`src/rtl/dma_pcie_mdma_c2h_pkt_gen.sv`:
```
// C2H packetizer: frames a raw beat stream into MDMA C2H packets (tlast/mty/ctrl) behind a 2-entry skid buffer.
// Optional per-byte odd parity output c2h_dpar when MDMA_C2H_PKT_PARITY_EN is defined.
module dma_pcie_mdma_c2h_pkt_gen #(
    parameter int DATA_W = 512,
    parameter int QID_W  = 11,
    parameter int LEN_W  = 16,
    parameter int CNT_W  = 32
) (
    input  logic              axi_aclk,
    input  logic              axi_aresetn,
    input  logic              cmd_valid,
    output logic              cmd_ready,
    input  logic [QID_W-1:0]  cmd_qid,
    input  logic [LEN_W-1:0]  cmd_len,
    input  logic [DATA_W-1:0] din_tdata,
    input  logic              din_tvalid,
    output logic              din_tready,
    output logic [DATA_W-1:0] c2h_tdata,
    output logic [QID_W-1:0]  c2h_ctrl_qid,
    output logic [LEN_W-1:0]  c2h_ctrl_len,
    output logic              c2h_ctrl_zero_byte,
    output logic              c2h_tlast,
    output logic [5:0]        c2h_mty,
    output logic              c2h_tvalid,
    input  logic              c2h_tready,
    output logic [CNT_W-1:0]  pkt_done_cnt,
    output logic              busy
`ifdef MDMA_C2H_PKT_PARITY_EN
   ,output logic [DATA_W/8-1:0] c2h_dpar
`endif
);
    localparam int NB  = DATA_W / 8;
    localparam int LW1 = LEN_W + 1;

    typedef enum logic [1:0] {IDLE, ZERO, DATA} state_e;

    typedef struct packed {
        logic [DATA_W-1:0] data;
        logic [QID_W-1:0]  qid;
        logic [LEN_W-1:0]  len;
        logic              zb;
        logic              last;
        logic [5:0]        mty;
`ifdef MDMA_C2H_PKT_PARITY_EN
        logic [NB-1:0]     dpar;
`endif
    } beat_t;

    state_e           state_q;
    logic [QID_W-1:0] qid_q;
    logic [LEN_W-1:0] len_q;
    logic [LEN_W:0]   beats_q;
    logic [5:0]       mty_q;
    logic             rdy_en_q;
    logic [1:0]       cnt_q, cnt_d;
    beat_t            e0_q, e0_d, e1_q, e1_d;
    logic [CNT_W-1:0] done_q;

    logic [LEN_W:0] beats_w;
    logic [5:0]     mty_w;
    logic           full, last_beat, push, pop, cmd_fire;
    beat_t          pbeat;

    assign beats_w   = ({1'b0, cmd_len} + LW1'(63)) >> 6;
    assign mty_w     = 6'd0 - cmd_len[5:0];
    assign full      = (cnt_q == 2'd2);
    assign last_beat = (beats_q == LW1'(1));
    assign pop       = c2h_tvalid && c2h_tready;
    assign cmd_fire  = cmd_valid && cmd_ready;

    // The next command is taken in the same cycle the final beat is pushed so packets abut.
    always_comb begin
        push       = 1'b0;
        cmd_ready  = 1'b0;
        din_tready = rdy_en_q && (state_q == DATA) && !full;
        case (state_q)
            IDLE: cmd_ready = rdy_en_q && !full;
            ZERO: begin
                push      = !full;
                cmd_ready = !full;
            end
            DATA: begin
                push      = din_tvalid && !full;
                cmd_ready = push && last_beat;
            end
            default: ;
        endcase
    end

    always_comb begin
        pbeat     = '0;
        pbeat.qid = qid_q;
        if (state_q == ZERO) begin
            pbeat.zb   = 1'b1;
            pbeat.last = 1'b1;
        end else begin
            pbeat.data = din_tdata;
            pbeat.len  = len_q;
            pbeat.last = last_beat;
            pbeat.mty  = last_beat ? mty_q : 6'd0;
        end
`ifdef MDMA_C2H_PKT_PARITY_EN
        for (int i = 0; i < NB; i++)
            pbeat.dpar[i] = ~^pbeat.data[i*8 +: 8];
`endif
    end

    always_ff @(posedge axi_aclk or negedge axi_aresetn) begin
        if (!axi_aresetn) begin
            state_q  <= IDLE;
            qid_q    <= '0;
            len_q    <= '0;
            beats_q  <= '0;
            mty_q    <= '0;
            rdy_en_q <= 1'b0;
        end else begin
            rdy_en_q <= 1'b1;
            if (push && state_q == DATA)
                beats_q <= beats_q - LW1'(1);
            if (push && (state_q == ZERO || last_beat))
                state_q <= IDLE;
            if (cmd_fire) begin
                qid_q   <= cmd_qid;
                len_q   <= cmd_len;
                beats_q <= beats_w;
                mty_q   <= mty_w;
                state_q <= (cmd_len == '0) ? ZERO : DATA;
            end
        end
    end

    // Skid buffer: e0 is the head and drives the outputs directly.
    always_comb begin
        cnt_d = cnt_q;
        e0_d  = e0_q;
        e1_d  = e1_q;
        case (cnt_q)
            2'd0: if (push) begin
                e0_d  = pbeat;
                cnt_d = 2'd1;
            end
            2'd1: begin
                if (push && pop) e0_d = pbeat;
                else if (push) begin
                    e1_d  = pbeat;
                    cnt_d = 2'd2;
                end else if (pop) cnt_d = 2'd0;
            end
            default: if (pop) begin
                e0_d  = e1_q;
                cnt_d = 2'd1;
            end
        endcase
    end

    always_ff @(posedge axi_aclk or negedge axi_aresetn) begin
        if (!axi_aresetn) begin
            cnt_q  <= '0;
            e0_q   <= '0;
            e1_q   <= '0;
            done_q <= '0;
        end else begin
            cnt_q <= cnt_d;
            e0_q  <= e0_d;
            e1_q  <= e1_d;
            if (pop && e0_q.last)
                done_q <= done_q + CNT_W'(1);
        end
    end

    assign c2h_tvalid         = (cnt_q != 2'd0);
    assign c2h_tdata          = e0_q.data;
    assign c2h_ctrl_qid       = e0_q.qid;
    assign c2h_ctrl_len       = e0_q.len;
    assign c2h_ctrl_zero_byte = e0_q.zb;
    assign c2h_tlast          = e0_q.last;
    assign c2h_mty            = e0_q.mty;
    assign pkt_done_cnt       = done_q;
    assign busy               = (state_q != IDLE) || (cnt_q != 2'd0);
`ifdef MDMA_C2H_PKT_PARITY_EN
    assign c2h_dpar           = e0_q.dpar;
`endif

endmodule

```
`config.mk`:
```
export PLATFORM = sky130hd
export DESIGN_NAME = dma_pcie_mdma_c2h_pkt_gen
export DESIGN_NICKNAME = d
export VERILOG_FILES = /design/src/rtl/dma_pcie_mdma_c2h_pkt_gen.sv
export SDC_FILE = /design/constraint.sdc
export NUM_CORES = 2
export LEC_CHECK = 0
export BUFFER_PORTS_ARGS = -buffer_cell sky130_fd_sc_hd__buf_2
export CELL_PAD_IN_SITES_DETAIL_PLACEMENT = 1
export CELL_PAD_IN_SITES_GLOBAL_PLACEMENT = 1
export CORE_AREA = 2 2 435 437
export DETAILED_ROUTE_END_ITERATION = 10
export DIE_AREA = 0 0 437 439
export PLACE_DENSITY = 0.68
export SLEW_MARGIN = 0
export SYNTH_ARGS = -nofsm -noshare
export SYNTH_HDL_FRONTEND = slang
export SYNTH_SLANG_ARGS = --single-unit
```
`constraint.sdc`:
```
create_clock -name axi_aclk -period 2.3 [get_ports axi_aclk]
set_input_delay 0.115 -clock axi_aclk [delete_from_list [all_inputs] [get_ports axi_aclk]]
set_output_delay 0.115 -clock axi_aclk [all_outputs]
set_load 0.03 [all_outputs]
```
# == Word level (Yosys, flattened, before mapping) ==
# Cells that the tools add are included.
# word_totals
regBits,1181
inputBits,544
output_inout_bits,583
elab_cells,82
# op_classes
add_sub_neg,4
eq_ne,9
mux,23
n_bitwise,1
reduce_logical,25
# op_table
cell,n
$mux W547,3
$pmux W547 S2,1
$mux W512,1
$mux W17,2
$add A32 B1 Y32 const B,1
$add A16 B6 Y17 const B,1
$eq A17 B1 Y1 const B,1
$sub A17 B1 Y17 const B,1
$logic_not A16 Y1,1
$mux W16,1
$mux W2,8
$mux W6,2
$logic_and A1 B1 Y1,11
$reduce_bool A2 Y1,4
$ne A2 B2 Y1 const B,3
$reduce_and A3 Y1,2
$sub A1 B6 Y6 const A,1
$eq A2 B1 Y1 const B,2
$eq A2 B2 Y1 const B,2
$logic_not A2 Y1,2
$pmux W2 S2,1
$reduce_and A4 Y1,1
$ne A3 B3 Y1 const B,1
$pmux W1 S3,1
6 further kinds,8

# == Logic depth before layout (Yosys ltp) ==
# logic_depth
depth_word,7
depth_mapped,12
depth_no_buf,7

# == Least setup slack after synthesis ==
# OpenSTA, ideal clock, no wires.
# synth_timing
path_type,register to register
startpoint,register state_q[1]
endpoint,register e0_q (netlist bit c2h_tdata[360])
arrival_time_ns,2.235
required_time_ns,2.217
path_slack_ns,-0.018
stages_incl_launch_ff,13
path_buffers,5
cell_sequence,dfrtp_1 inv_1 ha_1 clkbuf_1 a21o_1 a21oi_1 o21bai_1 buf_2 buf_2 buf_4 buf_2 nand2_1 o21ai_0
# synth_via
elab_chain_len,5
word_cells_on_any_way,11
classes_between,eq/ne (4); mux (5); reduce/logical (2)
# synth_lines
item,line_no,source
from (decl),49,state_e state_q;
from (signal assigned),127,state_q <= (cmd_len == '0) ? ZERO : DATA;
$eq A2 B2 Y1 or $eq A2 B1 Y1 (tied branches),"76, 93",
$pmux W1 S2,76,case (state_q)
$logic_and A1 B1 Y1,143,if (push && pop) e0_d = pbeat;
$ne A2 B2 Y1 (no source line),n/a,
$reduce_and A3 Y1 (no source line),n/a,
to (signal assigned),159,e0_q <= '0;
to (signal assigned),164,e0_q <= e0_d;
to (decl),56,"beat_t e0_q, e0_d, e1_q, e1_d;"
# Parallel ways exist; a longest one is shown, timed or not. The select of a mux whose other input is x is not followed.
# A chain may end at the register's enable or synchronous reset.

# == Worst setup path in the final report ==
# layout_timing
startpoint,register beats_q[11]
endpoint,output cmd_ready
# layout_via
elab_chain_len,3
# layout_lines
item,line_no,source
from (decl),52,logic [LEN_W:0] beats_q;
from (signal assigned),119,beats_q <= beats_q - LW1'(1);
from (signal assigned),125,beats_q <= beats_w;
$eq A17 B1 Y1,67,assign last_beat = (beats_q == LW1'(1));
$logic_and A1 B1 Y1,84,cmd_ready = push && last_beat;
$pmux W1 S3,76,
to (decl),12,"output logic cmd_ready,"
# Every way passes these cells.

==> flow_summary.ini <==
[finish]
multi_input_area_sq_mm = 0.02000
fin_nets = 7928
drive_gt1_share_pct = 22.53
fill_cells = 21892
stdcell_count = 10020
seq_area_sq_mm = 0.02953
final_common_cell = dfrtp_1
final_cell_mix = dfrtp_1, nand2_1, buf_2
area_delta_synth_final_pct = 40.99

[cts]
numCtsBuffers = 138
cts.clk_slew.worst_paths_ns = 0.06
htree_levels = 4
cts_tree = done
clkLatencyLatePin_ns = 0.80
cts.path.max_buffers = 3
cts_sinks = 1180
cts_root_buf = clkbuf_16

[sta]
max_slew_margin_pct = 54.17
hold_slack_ns = 0.09784
min_period_ns = 2.596
final_max_slew_viol_count = 0
worstMarginPinSlew_ns = 0.6874
hold_viol = 0
skew_ns = 0.03587
max_freq_mhz = 385.2
fin_ws_ns = -0.2958
setup_violations = 1
setup_tns_ns = -0.2958
rsz0062_at_grt = yes
fin_crit_sh_pct = 112.9

[placement]
port-buffer-count = 1126
gp_congestion = 0.9207
post-place-ws_ns = 0.06871
dp.cells = 9134
dp_hpwl_mm = 151.9

[critical_path]
crit_type = reg2out
end_kind = primary output
cp.arrival_ns = 2.48
cp_data_required_time_ns = 2.18
ff2ff_setup_slack_ns = 0.07
r2r_end = e1_q[156]$_DFFE_PN0P_
start_kind = register
reg2reg_depth = 11
r2r_start = state_q[1]$_DFFE_PN0P_
crit_fanout = 5

[floorplanning]
die_area_sq_mm = 0.1918
core_area_sq_mm = 0.1870
fp.dieH_um = 439
io_pins = 1127
die_w_um = 437
fp-row-count = 159
start_util_pct = 27.42

[hold_path]
min-delay-start = cmd_qid[5]
holdPathStages = 3
hold_class = in2reg
worstHoldEndpoint = qid_q[5]$_DFFE_PN0P_

[global_routing]
grt_first_pass_wirelength_mm = 320.6
grt_max_degree = 134
grt_pass1_vias = 50299
track_usage_pct = 21.76
grt_overflow = 0
antenna_found_initial = 59

[synth]
yosys_warnings = 0
syn-num-nets = 6266
synth_fa_ha_area_share_pct = 0.1952
synth_area_sq_mm = 0.05127
ys_seq_area_share_pct = 57.59
yosys_register_bits = 1180
syn_avg_cell_area_sq_um = 8.973
synth_top_family_by_area = simple AND/OR/NAND/NOR gates
synthMuxAreaShare_pct = 1.230
synth_compound_area_share_pct = 16.30
yosys.area_share.simple_pct = 20.05
syn_inst = 5714
synthXorXnorAreaFrac_pct = 1.025
ys_types = 48

[routing]
drt_pass1_iterations = 5
vias = 48051
avgViaCountPerCell = 4.796
ant_nets = 0
post_drt_wl_per_cell_um = 21.93
routed_wl_mm = 219.8
post-route-drc-count = 0
drt-initial-drc-count = 2835

[pwr]
intPower_mw = 55.08
p_sw_share_pct = 42.06
switchingPower_mw = 39.99
p_leak_nw = 35.61
irDropWorstVdd_uv = 668.6
p_comb_share_pct = 37.6
powerDensity_mw_per_mm2 = 1315
power_mw = 95.06
pwr-share-clk_pct = 24.5
p_seq_share_pct = 37.9

[status]
violations = setup timing
status = finished with violations

[flow_run]
maxCapViolations = 0
[metal layers]
layer,vias to the layer above,part of all wire (%),global-route usage [%]
met5,-,0.11,0
met3,570,4.8,4.459
met1,23829,41,26.63
li1,22259,-,-
met4,36,6.6,13.16
met2,1357,47,35.31
[how the worst max path moves through the flow]
stage / endpoint / start
4_1_cts: cmd_ready / beats_q[11]$_DFFE_PN0P_
5_1_grt: cmd_ready / beats_q[2]$_DFFE_PN0P_
2_1_floorplan: c2h_tdata[360]$_DFFE_PN0P_ / state_q[1]$_DFFE_PN0P_
3_3_place_gp: c2h_tdata[342]$_DFFE_PN0P_ / state_q[1]$_DFFE_PN0P_
3_5_place_dp: c2h_tdata[99]$_DFFE_PN0P_ / state_q[0]$_DFFE_PN0P_
6_report: cmd_ready / beats_q[11]$_DFFE_PN0P_
[cell families (layout without fill, tap and decap cells)]
kind of cell / Yosys count / count (layout)
buffers and inverters: 440 / 2209
AND/OR/NAND/NOR: 2320 / 2320
XOR/XNOR: 60 / 60
AO/OA/AOI/OAI: 1654 / 1654
flip-flops: 1180 / 1180
other: 1 / 43
adder cells (fa/ha/maj): 8 / 8
multiplexers: 51 / 51
[state kept, by name, summed over array words and instances (netlist names)]
name	count
e1_q	547
c2h_tdata	512
pkt_done_cnt	32
beats_q	17
c2h_ctrl_len	16
len_q	16
c2h_ctrl_qid	11
qid_q	11
c2h_mty	6
mty_q	5
cnt_q	2
state_q	2
c2h_ctrl_zero_byte	1
c2h_tlast	1
rdy_en_q	1
[layout make-up]
type / count / share of cell area, %
clock inverters: 45 / 0.8792
well taps: 2495 / 4.318
multi-input cells: 4094 / 27.66
flip-flops and latches: 1180 / 40.85
diodes: 42 / 0.1454
inverters: 9 / 0.04673
clock buffers: 202 / 5.727
repair buffers: 1953 / 20.37
[synthesized netlist by cell type, drive strengths merged]
| master | instances | share of area, % |
|---|---|---|
| dfrtp | 1180 | 58 |
| nand2 | 1152 | 8.4 |
| o21ai | 1093 | 11 |
| nor2 | 549 | 4.0 |
| a21oi | 539 | 5.3 |
| nand2b | 531 | 6.5 |
| clkbuf | 329 | 2.4 |
| buf | 102 | 1.1 |
| xnor2 | 42 | 0.72 |
| mux2 | 27 | 0.76 |
| mux2i | 24 | 0.47 |
| xor2 | 18 | 0.31 |
| nand3 | 17 | 0.17 |
| nand4 | 14 | 0.17 |
| nor3 | 13 | 0.14 |
| nor4 | 13 | 0.23 |
| inv | 9 | 0.066 |
| and2 | 8 | 0.098 |
| and3 | 8 | 0.098 |
| ha | 8 | 0.20 |
| a21o | 6 | 0.088 |
| and4 | 4 | 0.068 |
| o2111ai | 3 | 0.051 |
| o31ai | 3 | 0.044 |
| or3 | 3 | 0.037 |
| or4 | 3 | 0.051 |
| a31oi | 2 | 0.054 |
| nand3b | 2 | 0.029 |
| nor2b | 2 | 0.024 |
| a22oi | 1 | 0.015 |
| a41oi | 1 | 0.017 |
| conb | 1 | 0.0073 |
| o2111a | 1 | 0.022 |
| o211a | 1 | 0.020 |
| o211ai | 1 | 0.015 |
| o21a | 1 | 0.015 |
| o21bai | 1 | 0.015 |
| o311ai | 1 | 0.017 |
| or2 | 1 | 0.012 |
[power by group through the flow]
stage	Clock [mW]	Sequential (mW)	Combinational, mW
2_1_floorplan	0	43.5	11.8
3_3_place_gp	0	35.6	32.4
3_5_place_dp	0	36.1	33.6
4_1_cts	23.7	35.8	34.6
5_1_grt	24.5	37.1	38.9
6_report	23.3	36.0	35.8
[per-stage QoR]
step / instance area (sq um) / utilization, %
2_1_floorplan: 51280 / -
3_3_place_gp: 60930 / 32.58
3_5_place_dp: 60930 / 32.58
4_1_cts: 71220 / 38.09
5_1_grt: 72270 / 38.64
6_report: 72290 / 38.66
[timing repair]
action                                   CTS  global route
pin swaps                                  3             2
hold buffers                             543             0
endpoints found under the hold margin   2252             0
resized for setup                          5            43
setup buffers                              7            27
cloned                                     0            20
endpoints found under the setup margin     3           578
[critical path, cell delays in order (launching register included)]
cell,delay [ns]
dfrtp_1,0.39
or3_4,0.43
nor4_4,0.30
buf_4,0.19
a31oi_1,0.08
nor2_1,0.12
buf_6,0.17
Power figures use the tool's default switching activity.
